==> src/rtl/mem_scan_pkg.sv <==
// Shared constants for the memory scan controller: mode codes, FSM state
// encoding and a helper that sizes the auto-scan tick counter.
package mem_scan_pkg;

  // Mode request codes presented on the mode input
  localparam logic [1:0] MODE_MANUAL = 2'b00;
  localparam logic [1:0] MODE_SCAN   = 2'b01;
  localparam logic [1:0] MODE_CLEAR  = 2'b10;
  localparam logic [1:0] MODE_RSVD   = 2'b11;

  // Controller FSM state encoding
  localparam logic [1:0] ST_MANUAL = 2'b00;
  localparam logic [1:0] ST_SCAN   = 2'b01;
  localparam logic [1:0] ST_CLEAR  = 2'b10;

  // Width of a counter running 0..div-1; never narrower than one bit
  function automatic int tick_width(input int div);
    if (div <= 2) begin
      return 1;
    end else begin
      return $clog2(div);
    end
  endfunction

endpackage

==> src/rtl/mem_scan_ctrl_if.sv <==
// Control/display bundle between the board-level logic and the controller.
interface mem_scan_ctrl_if #(
  parameter int DATA_W = 4,
  parameter int ADDR_W = 5
);

  logic [1:0]        mode;
  logic              start;
  logic              wr_en;
  logic [ADDR_W-1:0] addr;
  logic [DATA_W-1:0] wr_data;
  logic [ADDR_W-1:0] disp_addr;
  logic [DATA_W-1:0] disp_data;
  logic              busy;
  logic              done;

  // Board side: issues requests, observes the display pair
  modport master (
    output mode, start, wr_en, addr, wr_data,
    input  disp_addr, disp_data, busy, done
  );

  // Controller side
  modport slave (
    input  mode, start, wr_en, addr, wr_data,
    output disp_addr, disp_data, busy, done
  );

endinterface

==> src/rtl/mem_scan_ctrl_sync_ram.sv <==
// Single-port synchronous RAM, one-cycle read latency. A read of the
// address being written returns the previous contents. No reset so the
// array maps onto block RAM.
module sync_ram #(
  parameter int DATA_W = 4,
  parameter int ADDR_W = 5
) (
  input  logic              clock,
  input  logic              wren,
  input  logic [ADDR_W-1:0] address,
  input  logic [DATA_W-1:0] data,
  output logic [DATA_W-1:0] q
);

  logic [DATA_W-1:0] mem [0:(2**ADDR_W)-1];

  // Write port and registered read port sharing one address
  always_ff @(posedge clock) begin
    if (wren) begin
      mem[address] <= data;
    end
    q <= mem[address];
  end

endmodule

==> src/rtl/mem_scan_ctrl.sv <==
// Memory scan controller: manual read/write, timed auto-scan and bulk clear
// around a synchronous RAM, with an address/data display pair whose two
// halves always refer to the same word.
module mem_scan_ctrl
  import mem_scan_pkg::*;
#(
  parameter int DATA_W   = 4,
  parameter int ADDR_W   = 5,
  parameter int TICK_DIV = 25000000
) (
  input  logic            clock,
  input  logic            resetn,
  mem_scan_ctrl_if.slave  bus
);

  localparam int                TICK_W    = tick_width(TICK_DIV);
  localparam logic [TICK_W-1:0] TICK_LAST = TICK_W'(TICK_DIV - 1);
  localparam logic [ADDR_W-1:0] PTR_LAST  = {ADDR_W{1'b1}};
  localparam logic [ADDR_W-1:0] PTR_ZERO  = {ADDR_W{1'b0}};
  localparam logic [ADDR_W-1:0] PTR_ONE   = ADDR_W'(1);
  localparam logic [TICK_W-1:0] TICK_ZERO = {TICK_W{1'b0}};
  localparam logic [TICK_W-1:0] TICK_ONE  = TICK_W'(1);

  logic [1:0]        state_q, state_d;
  logic [ADDR_W-1:0] ptr_q, ptr_d;
  logic [TICK_W-1:0] tick_q, tick_d;
  logic              start_q, start_d;
  logic              busy_q, busy_d;
  logic              done_q, done_d;
  logic [ADDR_W-1:0] addr_p1_q, addr_p1_d;
  logic [ADDR_W-1:0] disp_addr_q, disp_addr_d;
  logic [DATA_W-1:0] disp_data_q, disp_data_d;

  logic              start_edge_s;
  logic              ram_we_s;
  logic [ADDR_W-1:0] ram_addr_s;
  logic [DATA_W-1:0] ram_wdata_s;
  logic [DATA_W-1:0] ram_q_s;

  assign start_edge_s = bus.start & ~start_q;

  sync_ram #(
    .DATA_W (DATA_W),
    .ADDR_W (ADDR_W)
  ) u_ram (
    .clock   (clock),
    .wren    (ram_we_s),
    .address (ram_addr_s),
    .data    (ram_wdata_s),
    .q       (ram_q_s)
  );

  // FSM, scan pointer and tick counter next-state logic
  always_comb begin
    state_d = state_q;
    ptr_d   = ptr_q;
    tick_d  = tick_q;
    done_d  = 1'b0;
    case (state_q)
      ST_MANUAL: begin
        if (start_edge_s) begin
          if (bus.mode == MODE_SCAN) begin
            state_d = ST_SCAN;
            ptr_d   = PTR_ZERO;
            tick_d  = TICK_ZERO;
          end else if (bus.mode == MODE_CLEAR) begin
            state_d = ST_CLEAR;
            ptr_d   = PTR_ZERO;
          end else begin
            // MANUAL and reserved requests do nothing
            state_d = ST_MANUAL;
          end
        end else begin
          state_d = ST_MANUAL;
        end
      end
      ST_SCAN: begin
        if ((bus.mode != MODE_SCAN) || start_edge_s) begin
          state_d = ST_MANUAL;
        end else if (tick_q == TICK_LAST) begin
          tick_d = TICK_ZERO;
          ptr_d  = ptr_q + PTR_ONE;
        end else begin
          tick_d = tick_q + TICK_ONE;
        end
      end
      ST_CLEAR: begin
        // Inputs are deliberately ignored until every word is zeroed
        ptr_d = ptr_q + PTR_ONE;
        if (ptr_q == PTR_LAST) begin
          state_d = ST_MANUAL;
          done_d  = 1'b1;
        end else begin
          state_d = ST_CLEAR;
        end
      end
      default: begin
        state_d = ST_MANUAL;
        ptr_d   = PTR_ZERO;
        tick_d  = TICK_ZERO;
      end
    endcase
    busy_d  = (state_d == ST_SCAN) || (state_d == ST_CLEAR);
    start_d = bus.start;
  end

  // RAM port steering: manual port in MANUAL, pointer otherwise
  always_comb begin
    ram_we_s    = 1'b0;
    ram_addr_s  = bus.addr;
    ram_wdata_s = bus.wr_data;
    case (state_q)
      ST_MANUAL: begin
        ram_we_s    = bus.wr_en;
        ram_addr_s  = bus.addr;
        ram_wdata_s = bus.wr_data;
      end
      ST_SCAN: begin
        ram_we_s    = 1'b0;
        ram_addr_s  = ptr_q;
        ram_wdata_s = {DATA_W{1'b0}};
      end
      ST_CLEAR: begin
        ram_we_s    = 1'b1;
        ram_addr_s  = ptr_q;
        ram_wdata_s = {DATA_W{1'b0}};
      end
      default: begin
        ram_we_s    = 1'b0;
        ram_addr_s  = bus.addr;
        ram_wdata_s = {DATA_W{1'b0}};
      end
    endcase
  end

  // Display pipeline: address delayed two stages to meet its registered data
  always_comb begin
    addr_p1_d   = ram_addr_s;
    disp_addr_d = addr_p1_q;
    disp_data_d = ram_q_s;
  end

  // Controller state registers
  always_ff @(posedge clock or negedge resetn) begin
    if (!resetn) begin
      state_q     <= ST_MANUAL;
      ptr_q       <= PTR_ZERO;
      tick_q      <= TICK_ZERO;
      start_q     <= 1'b0;
      busy_q      <= 1'b0;
      done_q      <= 1'b0;
      addr_p1_q   <= PTR_ZERO;
      disp_addr_q <= PTR_ZERO;
      disp_data_q <= {DATA_W{1'b0}};
    end else begin
      state_q     <= state_d;
      ptr_q       <= ptr_d;
      tick_q      <= tick_d;
      start_q     <= start_d;
      busy_q      <= busy_d;
      done_q      <= done_d;
      addr_p1_q   <= addr_p1_d;
      disp_addr_q <= disp_addr_d;
      disp_data_q <= disp_data_d;
    end
  end

  assign bus.disp_addr = disp_addr_q;
  assign bus.disp_data = disp_data_q;
  assign bus.busy      = busy_q;
  assign bus.done      = done_q;

endmodule
==> src/flat_wrapper.sv <==
// flat-port wrapper written by rule: the top's interface ports become plain ports
module mem_scan_ctrl_flat import mem_scan_pkg::*;
#(
  parameter int DATA_W   = 4,
  parameter int ADDR_W   = 5,
  parameter int TICK_DIV = 25000000
)
  (clock, resetn, bus_mode, bus_start, bus_wr_en, bus_addr, bus_wr_data, bus_disp_addr, bus_disp_data, bus_busy, bus_done);
  mem_scan_ctrl_if #(.DATA_W(DATA_W), .ADDR_W(ADDR_W)) bus_i ();
  input  logic clock;
  input  logic resetn;
  input wire logic [$bits(bus_i.mode)-1:0] bus_mode;
  input wire logic [$bits(bus_i.start)-1:0] bus_start;
  input wire logic [$bits(bus_i.wr_en)-1:0] bus_wr_en;
  input wire logic [$bits(bus_i.addr)-1:0] bus_addr;
  input wire logic [$bits(bus_i.wr_data)-1:0] bus_wr_data;
  output wire logic [$bits(bus_i.disp_addr)-1:0] bus_disp_addr;
  output wire logic [$bits(bus_i.disp_data)-1:0] bus_disp_data;
  output wire logic [$bits(bus_i.busy)-1:0] bus_busy;
  output wire logic [$bits(bus_i.done)-1:0] bus_done;
  assign bus_i.mode = bus_mode;
  assign bus_i.start = bus_start;
  assign bus_i.wr_en = bus_wr_en;
  assign bus_i.addr = bus_addr;
  assign bus_i.wr_data = bus_wr_data;
  assign bus_disp_addr = bus_i.disp_addr;
  assign bus_disp_data = bus_i.disp_data;
  assign bus_busy = bus_i.busy;
  assign bus_done = bus_i.done;
  mem_scan_ctrl #(.DATA_W(DATA_W), .ADDR_W(ADDR_W), .TICK_DIV(TICK_DIV)) u_core (.clock(clock), .resetn(resetn), .bus(bus_i));
endmodule
==> config.mk <==
export PLATFORM = sky130hd
export DESIGN_NAME = mem_scan_ctrl_flat
export DESIGN_NICKNAME = d
export VERILOG_FILES = /design/src/rtl/mem_scan_pkg.sv /design/src/rtl/mem_scan_ctrl_if.sv /design/src/rtl/mem_scan_ctrl_sync_ram.sv /design/src/rtl/mem_scan_ctrl.sv /design/src/flat_wrapper.sv
export SDC_FILE = /design/constraint.sdc
export NUM_CORES = 1
export LEC_CHECK = 0
export CAP_MARGIN = 20
export CORE_UTILIZATION = 51
export CTS_CLUSTER_DIAMETER = 150
export DETAILED_ROUTE_END_ITERATION = 8
export PLACE_DENSITY = 0.71
export SLEW_MARGIN = 20
export SYNTH_ARGS = -nofsm -noshare
export SYNTH_HDL_FRONTEND = slang
export SYNTH_HIERARCHICAL = 1
export SYNTH_SLANG_ARGS = --single-unit
==> constraint.sdc <==
create_clock -name clock -period 3.75 [get_ports clock]
set_input_delay 0.5625 -clock clock [delete_from_list [all_inputs] [get_ports clock]]
set_output_delay 0.5625 -clock clock [all_outputs]
set_load 0.01 [all_outputs]
# Yosys cells after proc, flatten, opt, wreduce, memory -nomap -nowiden
# Memories as Yosys holds them, arrays and structs flattened. A register that Yosys moved wholly into a read port is not among the register bits.
# Cells that the tools add are included.
[totals]
ff_bits = 49
ramBits = 128
wordCells = 59
mem_count = 1
[classes]
addsub = 2
n_eq_ne = 14
n_mux = 24
n_bitwise = 3
n_reduce_logical = 6
[mem_list]
columns = ["memory", "words", "word_bits", "read_ports", "rd_ports_with_merged_regs", "write_ports", "line_no", "rtl"]
rows = [
  ["u_core.u_ram.mem", 32, 4, 1, 1, 1, "mem_scan_ctrl_sync_ram.sv:15", "logic [DATA_W-1:0] mem [0:(2**ADDR_W)-1];"],
]
[op_table]
columns = ["operator", "n"]
rows = [
  ["25-bit 2-to-1 mux", 4],
  ["25-bit one-hot mux with 3 select lines", 1],
  ["5-bit 2-to-1 mux", 6],
  ["25-bit by 1-bit adder with 25-bit output, second input constant", 1],
  ["25-bit equality test, second input constant", 1],
  ["5-bit one-hot mux with 3 select lines", 1],
  ["2-bit 2-to-1 mux", 5],
  ["2-bit by 1-bit inequality test with 1-bit output, second input constant", 4],
  ["4-bit AND reduction", 2],
  ["2-bit by 1-bit equality test with 1-bit output, second input constant", 3],
  ["2-bit equality test, second input constant", 3],
  ["2-bit one-hot mux with 3 select lines", 1],
  ["5-bit by 1-bit adder with 5-bit output, second input constant", 1],
  ["5-bit equality test, second input constant", 1],
  ["1-bit 2-to-1 mux", 4],
  ["4-bit 2-to-1 mux", 1],
  ["3-bit by 1-bit inequality test with 1-bit output, second input constant", 1],
  ["2-bit zero test", 1],
  ["1-bit logical OR", 2],
  ["2-bit inequality test, second input constant", 1],
  ["1-bit NOT", 2],
  ["1-bit one-hot mux with 2 select lines", 1],
  ["2-bit OR reduction", 1],
  ["1-bit AND", 1],
]

# Depth between registers and ports, before layout
[logic_depth]
depth_word = 7
depth_mapped = 11

# Modules after synthesis
# The synthesis kept the hierarchy.
[modules_own_cells]
columns = ["module", "n_inst", "cells_each", "area_each_um2"]
rows = [
  ["sync_ram", 1, 318, 5338.9],
  ["mem_scan_ctrl", 1, 259, 2566.2],
]

# Worst setup path before layout
# Ideal clock, no wire load.
[synth_timing]
kind = "reg2reg"
startpoint = "reg u_core.state_q[0]"
endpoint = "mem u_core.u_ram.mem[24][0] (enable)"
setup_time_ns = 0.361
arrival_time_ns = 2.504
path_slack_ns = 0.885
stages_incl_launch_ff = 9
n_path_buf = 3
cell_sequence = "dfrtp_1 > inv_1 > ha_1 > clkbuf_1 > mux2_2 > buf_2 > or3b_2 > clkbuf_1 > nor3_1"
[synth_between]
word_cells_on_any_way = 8
cone_classes = "eq/ne (2); mux (4); reduce/logical (2)"
[synth_lines]
columns = ["element", "line_no", "rtl"]
rows = [
  ["start, declared", "mem_scan_ctrl.sv:24", "logic [1:0] state_q, state_d;"],
  ["start signal, assigned", "mem_scan_ctrl.sv:156", "state_q <= state_d;"],
  ["2-bit by 1-bit equality test with 1-bit output / 2-bit equality test (equally long branches)", "mem_scan_ctrl.sv:112", "case (state_q)"],
  ["2-bit OR reduction (no line) (*)", "n/a", ""],
  ["5-bit 2-to-1 mux (*)", "mem_scan_ctrl.sv:112", ""],
  ["named net u_core.addr_p1_d[0]", "mem_scan_ctrl.sv:30", "logic [ADDR_W-1:0] addr_p1_q, addr_p1_d;"],
  ["end, declared", "mem_scan_ctrl_sync_ram.sv:15", ""],
]
# The timed path passes the listed nets; every way through them passes the cells marked *.

# Final worst setup path
[layout_timing]
startpoint = "reg u_core.state_q[1]"
endpoint = "mem u_core.u_ram.mem[26][0] (enable)"
# The elaborated chain is that of the path after synthesis.

==> run metrics <==
status finished, final reports clean; sequential-to-total area share from yosys stat about two thirds; CTS buffer count 17; PostCTS Resize Cnt 0; Max clock buf depth 2; critical path capture point type register; hold bufs inserted after CTS 0; Area after DPL 8250 µm²; largest net degree at the start of global routing 33; type of the worst setup path register to register; r2r endpoint u_core/u_ram/mem[26][0]$_DFFE_PP_; minimum clock period 3.28 ns; Post-Syn Nets between 600 and 700; Worst Max-Slew Pin Slew 0.749 ns; I/O pins 26; Total Neg Setup Slack 0 ns; period utilization just under 90%; final non-filler cell area 8840 µm²; worst reg2reg startpoint u_core/state_q[1]$_DFF_PN0_; gr usage total 21.7%; initial antenna violation count 0; total power 5.99 mW; iteration count of the initial detailed-routing pass 5; starting DRC count in detailed routing about 360; maximum VDD drop ~0.33 mV; # port buffers 25; EDFF count, synth between 100 and 150; CP Max Fanout 25; GRT Residual Overflow 0; max cap viols 0; Nets 626; Avg Inst Size Synth between 10 and 15 µm²; # rows 45; die footprint 16000 µm²; Die Y between 100 and 150 µm; crit path launch type register; Worst slew margin 50.1%; Sw Pwr between 1.5 and 2 mW; share of cells above drive strength 1 between 10 and 15%; Synth Warn # 6; Clock transition at path regs around 0.07 ns; P_int between 4 and 5 mW; synth unique cells 58; # DRC 0; vias approximately 4800; cells along the critical path inv_1 -> ha_1 -> mux2_4 -> buf_4 -> nand3b_1 -> nor3_1; final setup vio count 0; Sequential Power Share between 40% and 50%; clock root buffer clkbuf_16; Via density 6.03; final max-slew violation count 0; commonest non-fill, non-tap cell in the layout edfxtp_1; RSZ-0062 raised after global routing no; setup bufs post-CTS 0; Routed WL ~16000 µm; H-tree Lvls 4; Max Fclk a little over 300 MHz; DP Wirelength ~11000 µm; Critical path origin u_core/state_q[1]$_DFF_PN0_; vias in the first global route ~5000; Worst Path Arrival approximately 3.4 ns; cell area after synthesis between 7000 and 8000 µm²; GP Congestion 0.858; fill cell count 1156; area grow syn2layout 11.8%; core area between 15000 and 20000 µm²; Initial Util roughly 52%; Leak Pwr roughly 3.2 nW; end of the critical path u_core/u_ram/mem[26][0]$_DFFE_PP_; FFs w/ async S/R, synth between 20% and 30%; Clock Power Share between 20% and 30%; clk sink count 181; CP max stage delay 0.54 ns; Pwr Density around 680 nW/µm²; final hold violation count 0; CTS tree yes; die width between 100 and 150 µm; Worst R2R Path Depth 6; first-pass GRT wire length 26000 µm; Synth Flop Type edfxtp_1; Post-Route Skew approximately 0.0074 ns; WL/cell about 20 µm; worst skew pair latency between 0.4 and 0.5 ns; FF+latch count, synth ~180; Worst Hold Class primary input to async pin; Logic pwr share approximately 29%; commonest cells after routing, fill and taps aside 128 x edfxtp_1, 66 x mux2i_1, 49 x nor2_1, 49 x dfrtp_1, 34 x o22ai_1; Sw Share approximately a third; Slowest cell on crit path nor3_1; Syn Inst Count roughly 580; Antenna Cells 0; Worst EP required 3.81 ns; FF-to-FF setup slack around 0.47 ns; DRT antenna net count 0
==> through the flow <==
stage          setup WS (ns)  instances  utilization [%]  hold WS (ns)
2_1_floorplan          0.885        577                -         0.267
3_3_place_gp           0.572        771             54.5         0.321
3_5_place_dp           0.485        771             54.5         0.323
4_1_cts                0.485        803             58.4         0.219
5_1_grt                0.270        803             58.4         0.258
6_report               0.466        803             58.4         0.203
==> cells in the mapped netlist (all sizes together), types with 2 or more instances <==
library cell	instances	area share (%)
edfxtp	128	49
mux2i	66	8.4
nor2	50	2.4
dfrtp	49	16
o22ai	34	2.7
nand2	26	1.2
buf	22	2.3
o21ai	20	1.3
inv	16	0.76
nor4	16	1.3
nand3	14	0.95
nor3	11	0.70
ha	9	1.4
a22o	8	0.89
nand4	8	0.63
a21oi	7	0.44
mux2	7	1.0
or4	7	0.71
clkbuf	6	0.32
nand3b	6	0.57
and2	5	0.40
and3	5	0.40
xnor2	5	0.55
and4	4	0.46
dfxtp	4	1.0
nand4b	4	0.44
or3	4	0.32
or4b	4	0.70
a21o	3	0.28
nand4bb	3	0.43
nor2b	3	0.24
o2bb2ai	3	0.33
or2	3	0.27
or3b	3	0.33
or4bb	3	0.43
o21a	2	0.19
==> logic make-up after synthesis <==
logic type	Yosys count	synth area share, %
AO/OA/AOI/OAI	82	6.76
adder cells (fa/ha/maj)	9	1.42
buffers and inverters	44	3.34
multiplexers	73	9.35
AND/OR/NAND/NOR	183	13.4
flip-flops	181	65.1
XOR/XNOR	5	0.554
==> registers in the layout, indices dropped and copies added (netlist names) <==
signal	count
u_core/bus.busy	1
u_core/start_q	1
u_core/u_ram/mem	128
u_core/u_ram/q	4
u_core/bus.disp_addr	5
u_core/ptr_q	5
u_core/addr_p1_q	5
u_core/bus.disp_data	4
u_core/state_q	2
u_core/bus.done	1
u_core/tick_q	25
==> worst min path at each step <==
| stage | slack (ns) | start | endpoint |
|---|---|---|---|
| 3_5_place_dp | 0.32 | u_core/u_ram/q[3]$_DFF_P_ | u_core/bus.disp_data[3]$_DFF_PN0_ |
| 4_1_cts | 0.22 | resetn | u_core/bus.disp_addr[1]$_DFF_PN0_ |
| 2_1_floorplan | 0.27 | resetn | u_core/addr_p1_q[0]$_DFF_PN0_ |
| 3_3_place_gp | 0.32 | u_core/u_ram/q[2]$_DFF_P_ | u_core/bus.disp_data[2]$_DFF_PN0_ |
| 5_1_grt | 0.26 | resetn | u_core/bus.disp_addr[1]$_DFF_PN0_ |
| 6_report | 0.20 | resetn | u_core/bus.disp_addr[1]$_DFF_PN0_ |
==> layer usage <==
metal / up-vias / track usage [%] / routed length [µm]
met2: 133 / 37.7 / 8280
met1: 2414 / 26.3 / 6890
met5: - / 0 / 0
met4: 0 / 10.1 / 444
li1: 2264 / - / -
met3: 32 / 3.84 / 644
==> worst max-delay path, delay by kind of cell, from the launching register on <==
family,cells,cell delay [ns]
buffers and inverters,2,0.54
muxes,1,0.50
and+or+nand+nor,2,0.98
DFF,1,0.40
adders and majority gates,1,0.48
==> power by group through the flow <==
stage / logic, mW / clock network, mW / registers [mW]
after CTS: 1.70 / 1.77 / 2.54
final: 1.71 / 1.73 / 2.54
after detailed placement: 1.70 / 0 / 2.58
after floorplan: 1.23 / 0 / 2.58
after global placement: 1.66 / 0 / 2.58
after global routing: 1.83 / 1.84 / 2.56
==> final cells by class <==
class | count | area (µm²) | area share [%]
clock buffer | 17 | 425 | 4.81
sequential | 181 | 5150 | 58.3
inverter | 16 | 60.1 | 0.679
clock inverter | 15 | 163 | 1.84
timing repair buffer | 34 | 313 | 3.54
tap | 188 | 235 | 2.66
multi-input combinational | 352 | 2490 | 28.2
No activity file was read; power rests on OpenSTA's default activity.
